<file path="config.mk">
export PLATFORM = sky130hd
export DESIGN_NAME = mul_sched
export DESIGN_NICKNAME = d
export VERILOG_FILES = /design/src/rtl/mul_sched.sv
export SDC_FILE = /design/constraint.sdc
export NUM_CORES = 1
export LEC_CHECK = 0
export ABC_CLOCK_PERIOD_IN_PS = 4620
export CAP_MARGIN = 40
export CORE_MARGIN = 1.5
export CORE_UTILIZATION = 32
export CTS_BUF_LIST = sky130_fd_sc_hd__clkbuf_4 sky130_fd_sc_hd__clkbuf_8
export DETAILED_ROUTE_END_ITERATION = 8
export MAX_ROUTING_LAYER = met4
export PLACE_DENSITY = 0.5
export SETUP_SLACK_MARGIN = 0.5
export SYNTH_ARGS = -nofsm -noshare
export SYNTH_HDL_FRONTEND = slang
export SYNTH_SLANG_ARGS = --single-unit
export TNS_END_PERCENT = 30
</file>
<file path="constraint.sdc">
create_clock -name clk -period 4.62 [get_ports clk]
set_clock_uncertainty 0.05 [all_clocks]
set_input_delay 0.693 -clock clk [delete_from_list [all_inputs] [get_ports clk]]
set_output_delay 0.693 -clock clk [all_outputs]
set_load 0.05 [all_outputs]
</file>
<file path="src/rtl/mul_sched.sv">
// Two-requester front end sharing one iterative shift-add unsigned multiplier.
// Round-robin grant, one add/shift step per cycle, tagged result over valid/ready.
module mul_sched #(
  parameter int WIDTH = 32
) (
  input  logic               clk,
  input  logic               rst,
  input  logic [1:0]         req_valid,
  output logic [1:0]         req_ready,
  input  logic [WIDTH-1:0]   a0,
  input  logic [WIDTH-1:0]   b0,
  input  logic [WIDTH-1:0]   a1,
  input  logic [WIDTH-1:0]   b1,
  output logic               res_valid,
  input  logic               res_ready,
  output logic               res_id,
  output logic [2*WIDTH-1:0] res,
  output logic               busy
);

  localparam int CNT_W = (WIDTH > 1) ? $clog2(WIDTH) : 1;
  localparam logic [CNT_W-1:0] LAST_STEP = CNT_W'(WIDTH - 1);

  typedef enum logic [1:0] {IDLE, RUN, DONE} state_t;

  state_t             state;
  logic               last;
  logic [CNT_W-1:0]   cnt;
  logic [WIDTH-1:0]   a_q;
  logic [WIDTH-1:0]   b_q;
  logic [2*WIDTH-1:0] acc;
  logic [2*WIDTH-1:0] acc_next;
  logic               grant;
  logic               hs;

  // One shift-add step: the carry out of the upper-half add lands in the MSB after the shift.
  function automatic logic [2*WIDTH-1:0] mul_step(input logic [2*WIDTH-1:0] acc_in,
                                                  input logic [WIDTH-1:0]   b_in,
                                                  input logic               bit_in);
    logic [WIDTH:0]     sum;
    logic [2*WIDTH:0]   wide;
    sum  = {1'b0, acc_in[2*WIDTH-1:WIDTH]} + (bit_in ? {1'b0, b_in} : '0);
    wide = {sum, acc_in[WIDTH-1:0]};
    return wide[2*WIDTH:1];
  endfunction

  always_comb begin
    grant = req_valid[1];
    if (req_valid == 2'b11) grant = ~last;
    req_ready = 2'b00;
    if (state == IDLE && req_valid[grant]) req_ready = grant ? 2'b10 : 2'b01;
  end

  assign hs       = |(req_valid & req_ready);
  assign acc_next = mul_step(acc, b_q, a_q[cnt]);
  assign busy     = (state != IDLE);

  always_ff @(posedge clk) begin
    if (rst) begin
      state     <= IDLE;
      last      <= 1'b1;
      cnt       <= '0;
      res_valid <= 1'b0;
      res_id    <= 1'b0;
      res       <= '0;
    end else begin
      case (state)
        IDLE: begin
          if (hs) begin
            cnt   <= '0;
            last  <= grant;
            state <= RUN;
          end
        end
        RUN: begin
          cnt <= cnt + 1'b1;
          if (cnt == LAST_STEP) begin
            res       <= acc_next;
            res_id    <= last;
            res_valid <= 1'b1;
            state     <= DONE;
          end
        end
        DONE: begin
          if (res_ready) begin
            res_valid <= 1'b0;
            state     <= IDLE;
          end
        end
        default: state <= IDLE;
      endcase
    end
  end

  // Operand and accumulator registers carry no reset; they are always loaded on accept.
  always_ff @(posedge clk) begin
    if (state == IDLE && hs) begin
      a_q <= grant ? a1 : a0;
      b_q <= grant ? b1 : b0;
      acc <= '0;
    end else if (state == RUN) begin
      acc <= acc_next;
    end
  end

endmodule

</file>
* Yosys cells after proc, flatten, opt, wreduce, memory -nomap -nowiden
Index checks and enable logic that the tools add are counted.
W data, S select, Z words.
** Cells by class
- $add $sub $neg :: 2
- $lt $le $gt $ge :: 2
- Eq/ne operators :: 7
- Multiplexer cells :: 19
- Bitwise gates (word level) :: 2
- Reductions and logical operators :: 12
** Operators with widths (count)
- $mux W32 :: 3
- $add A32 B32 Y33 :: 1
- $mux W2 :: 5
- $pmux W5 S2 :: 1
- $lt A5 B6 Y1 const B :: 1
- $mux W1 :: 6
- $ne A2 B2 Y1 const B :: 3
- $pmux W2 S3 :: 1
- $reduce_and A2 Y1 :: 3
- $reduce_and A3 Y1 :: 2
- $reduce_bool A2 Y1 :: 3
- $add A5 B1 Y5 const B :: 1
- $bmux W1 S5 :: 1
- $eq A5 B5 Y1 const B :: 1
- $mux W5 :: 1
- $eq A2 B2 Y1 const B :: 2
- $and A2 B2 Y2 :: 1
- $eq A2 B1 Y1 const B :: 1
- $logic_and A1 B1 Y1 :: 2
- $logic_not A2 Y1 :: 1
- $lt A1 B2 Y1 const B :: 1
- $pmux W1 S2 :: 1
- $reduce_or A2 Y1 :: 1
- $not A1 Y1 :: 1
** Word-level totals
- Flip-flop bits (word level) :: 202
- Bits of input ports :: 133
- Output and inout bits :: 69
- Logic and storage cells :: 53

* Depth between registers and ports, before layout
Gate-level depths: netlist of the first run.
- Word-level depth :: 10
- Depth in mapped cells :: 15
- Mapped depth without buffers :: 13

* Worst setup path before layout of the first run
OpenSTA, ideal clock, no wires.
- Path kind :: reg-to-reg
- Start point :: reg state[1]
- End point :: reg a_q[0] (enable)
- Data arrival time :: 3.669 ns
- Data required time :: 4.074 ns
- Setup slack :: 0.405 ns
- Cell stages (with the launch flop) :: 4
- Cells stage by stage :: dfxtp_1 -> nor2_1 -> inv_1 -> nor2_1
** On the way
- Longest elaborated chain between the ends :: 6
** Ends and longest elaborated chain
- from (decl) :: RTL line 26 : state_t state;
- from (signal assigned) :: RTL line 60 : state <= IDLE;
- from (signal assigned) :: RTL line 72 : state <= RUN;
- from (signal assigned) :: RTL line 81 : state <= DONE;
- $logic_not A2 Y1 (*) :: RTL line 51, 97
- $logic_and A1 B1 Y1 :: RTL line 51 : if (state == IDLE && req_valid[grant]) req_ready = grant ? 2'b10 : 2'b01;
- $mux W2 :: RTL line 51
- $and A2 B2 Y2 :: RTL line 54 : assign hs = |(req_valid & req_ready);
- $reduce_or A2 Y1 :: RTL line 54
- $logic_and A1 B1 Y1 (*) :: RTL line 97 : if (state == IDLE && hs) begin
- to (signal assigned) :: RTL line 98 : a_q <= grant ? a1 : a0;
- to (decl) :: RTL line 29 : logic [WIDTH-1:0] a_q;
Mark *: on every way between the ends. The rest lies on a longest branch, timed or not.
A chain may end at the register's enable or synchronous reset.

* Final worst setup path of the first run
- Start point :: reg cnt[0]
- End point :: reg res[51]
** On the way
- Longest elaborated chain between the ends :: 4
- Elaborated cells between the ends (all ways) :: 6
- Classes of those cells :: add/sub (1); eq/ne (1); mux (3); reduce/logical (1)
** Ends and longest elaborated chain
- from (decl) :: RTL line 28 : logic [CNT_W-1:0] cnt;
- from (signal assigned) :: RTL line 76 : cnt <= cnt + 1'b1;
- $bmux W1 S5 :: RTL line 55 : assign acc_next = mul_step(acc, b_q, a_q[cnt]);
- $mux W1 (implied by the code) :: RTL line 55
- $mux W32 :: RTL line 42 : sum = {1'b0, acc_in[2*WIDTH-1:WIDTH]} + (bit_in ? {1'b0, b_in} : '0);
- $add A32 B32 Y33 :: RTL line 42
- to (signal assigned) :: RTL line 78 : res <= acc_next;
- to (decl) :: RTL line 17 : output logic [2*WIDTH-1:0] res,
Parallel ways exist; a longest one is shown, timed or not. The select of a mux whose other input is x is not followed.

==> impl_metrics.yaml, run 1 <==
sta:
  setup_slack_ns: 0.4116
  maxSlewViolCount: 0
  relSlewSlack_pct: 52.95
  grt_setup_unrepaired: "true"
  worst_slew_pin_slew_ns: 0.7057
  hold_violations: 0
  max_freq_ghz: 0.2376
  setup-violations-final: 0
  min_period_ns: 4.208
  period_share_pct: 91.09
  setup_tns_ns: 0
floorplanning:
  dieArea_mm2: 0.03083
  chipWidth_um: 175.6
  row_count: 62
  start_util_pct: 32.85
  core_mm2: 0.02901
  ios: 202
  die_h_um: 175.6
cts:
  cts_root_buf: "clkbuf_8"
  clk_transition_reported_paths_ns: 0.06
  ctsHoldBuffers: 0
  numCtsBuffers: 35
  cts_buffer_depth: 3
  cts_tree: "done"
  htree_levels: 2
  clk_latency_ns: 0.52
  numClockSinks: 201
layout:
  drive_gt1_share_pct: 22.60
  n_antenna_cell: 0
  finalCoreUtilization_pct: 46.54
  finalNetCount: 1329
  final_cell_mix: "200 x clkdlybuf4s50_1, 135 x dfxtp_1, 130 x nand2_1"
  area_growth_pct: 41.68
  final_common_cell: "clkdlybuf4s50_1"
  postLayoutCellArea_mm2: 0.01350
  fillers: 2754
yosys:
  synth_edf_count: 64
  yosysSeqAreaShare_pct: 48.94
  ys_async_sr_fraction_pct: 0
  synth_top_family_by_area: "compound AO/OA/AOI/OAI gates"
  synth_fa_ha_area_share_pct: 4.674
  synth_compound_area_share_pct: 17.29
  ys_warn_count: 0
  synthSimpleGateAreaFrac_pct: 13.89
  postSynthCellCount: 930
  synthesis.nets: 1098
  syn_area_mm2: 0.009530
  muxShareOfSynthArea_pct: 10.27
  ys_types: 61
  synth-seq-cells: 201
  post_synth_xor_area_fraction_pct: 2.114
  ys.flop_type: "dfxtp_1"
  syn_avg_cell_area_um2: 10.25
global_routing:
  grt.overflow.total: 0
  grt_usage_pct: 17.36
  antenna_found_initial: 0
  grt_pass1_vias: 7732
  grt_start_max_net_pins: 60
  grt_pass1_wl_mm: 41.35
power:
  power_density_mw_per_mm2: 366.0
  p_leak_nw: 4.991
  finalPower_mw: 4.942
  ir_worst_vdd_v: 0.0001670
critical_path:
  critical-path-max-stage-delay_ns: 0.50
  regToRegSetupSlack_ns: 0.41
  path_buf_inv: 6
  worstPathMaxFanout: 10
  cp-end-kind: "register"
  crit_slowest_cell: "mux4_2"
  path_class: "register to register"
  arrival_ns: 4.61
  crit_family: "multiplexers"
  worst_setup_path_start_kind: "register"
  required_ns: 5.02
  crit_chain: "buf_8, buf_6, mux4_2, mux4_2, mux2i_4, buf_12, clkbuf_16, nor2b_1, ha_2, nand4_1, nor2_2, buf_4, a21oi_4, buf_4, o41ai_1, xor2_1, nand2_1, a21oi_1"
route:
  drt_iter0_markers: 454
  drcViolationCount: 0
  ant_nets: 0
  wl_per_cell_um: 17.18
  routed_via_density: 5.015
  dr.pass1.iters: 5
  vias: 7873
  drt_wl_total_mm: 26.98
outcome:
  outcome: "finished, final reports clean"
placed_design:
  port_buffers: 201
  gp_congestion: 0.8764
  placed_cell_area_mm2: 0.01207
  hpwl_mm: 18.67
  dp_slack_ns: 0.1854
run:
  maxCapViolations: 0
hold_path:
  worstHoldPathType: "register to register"
worst paths after layout:
check,start,end,cells past startpoint
worst max-delay path,cnt[0]$_SDFFE_PP0P_,res[51]$_SDFFE_PP0P_,18
worst min-delay path,res[26]$_SDFFE_PP0P_,res[26]$_SDFFE_PP0P_,2
worst max register to register,cnt[0]$_SDFFE_PP0P_,res[51]$_SDFFE_PP0P_,18
worst min register to register,res[26]$_SDFFE_PP0P_,res[26]$_SDFFE_PP0P_,2
routing by layer:
layer	part of all wire [%]	GRT usage, %
met3	4.5	2.727
met2	48	28.19
met5	0	-
met4	1.7	4.701
met1	46	22.46
timing repair:
| action | in CTS | in global routing |
|---|---|---|
| gates cloned | 0 | 2 |
| endpoints found under the setup margin | 36 | 45 |
| pin swaps | 5 | 31 |
| gates resized for setup | 28 | 81 |
| setup buffers | 6 | 17 |
| endpoints found under the hold margin | 0 | 0 |
metrics by stage:
step / cells / hold WS (ns)
2_1_floorplan: 930 / 0.3815
5_1_grt: 1570 / 0.4178
3_3_place_gp: 1480 / 0.3932
4_1_cts: 1551 / 0.4042
6_report: 1570 / 0.4007
3_5_place_dp: 1483 / 0.3959
Yosys cell counts, types with 3 or more instances:
library cell  count  area, µm²
a21boi_0          3      22.52
nand4_1          15      93.84
nand2b_1          3      18.77
o21ai_0          25      125.1
and3_1           14      87.58
a21oi_1          93      465.5
and4_1            3      26.28
a21o_1           14      105.1
a31oi_1           8      50.05
o22ai_1           4      25.02
nor3_1            5      25.02
xor2_1           11      96.34
ha_1             34      425.4
edfxtp_1         64       1922
and2_1            5      31.28
inv_1             7      26.28
o211ai_1          5      37.54
buf_2             9      45.04
xnor2_1          12      105.1
o21a_1            6      45.04
a2111oi_0         3      26.28
or3_1             3      18.77
buf_1             6      22.52
dfxtp_1         137       2743
a22o_1           52      455.4
a211oi_1          7      52.55
clkbuf_1         44      165.2
nor2b_1          35      219.0
o21bai_1          3      22.52
nand2_1         132      495.5
mux2_2           64      720.7
mux4_2           10      225.2
nand3_1          15      75.07
a211o_1           5      43.79
nor2_1           39      146.4
nand3b_1          3      22.52
worst register-to-register path, delay by kind of cell (launching register included):
kind | cells | cell delay (ns)
fa+ha+maj | 1 | 0.41
buf+inv | 6 | 0.87
compound gates | 3 | 0.55
simple gates | 4 | 0.51
mux | 3 | 1.17
xor+xnor | 1 | 0.26
flops | 1 | 0.33
power breakdown:
part	internal, mW	leakage, nW	switching, mW
sequential	1.97	1.74	0.0732
combinational	0.607	2.87	0.641
clock	0.926	0.385	0.728
total	3.50	4.99	1.44
flip-flops by register name (all words and copies together) (netlist names):
register,count
last,1
b_q,32
res_valid,1
res_id,1
cnt,5
res,64
state,2
a_q,32
acc,63
cells by family after synthesis:
family	Yosys count
fa+ha+maj	35
buf+inv	68
mux	76
flops	201
xor+xnor	23
compound gates	247
simple gates	280
final cells by class:
cell class / count / area [µm²] / share of cell area [%]
multi-input combinational: 661 / 5079 / 37.61
tap: 384 / 480.5 / 3.558
sequential: 201 / 4667 / 34.56
timing repair buffer: 255 / 2535 / 18.77
clock buffer: 53 / 666.9 / 4.939
inverter: 7 / 26.28 / 0.1946
clock inverter: 9 / 48.80 / 0.3614
Note: power is estimated with default switching activity, not from simulation.
==> run 2, diff against run 1 <==
--- a/config.mk
+++ b/config.mk
@@ -14,6 +14,7 @@
 export MAX_ROUTING_LAYER = met4
 export PLACE_DENSITY = 0.5
 export SETUP_SLACK_MARGIN = 0.5
+export SLEW_MARGIN = 20
 export SYNTH_ARGS = -nofsm -noshare
 export SYNTH_HDL_FRONTEND = slang
 export SYNTH_SLANG_ARGS = --single-unit
==> results of run 2 <==
No change in the layout: final DEF, timing and power equal those of run 1.
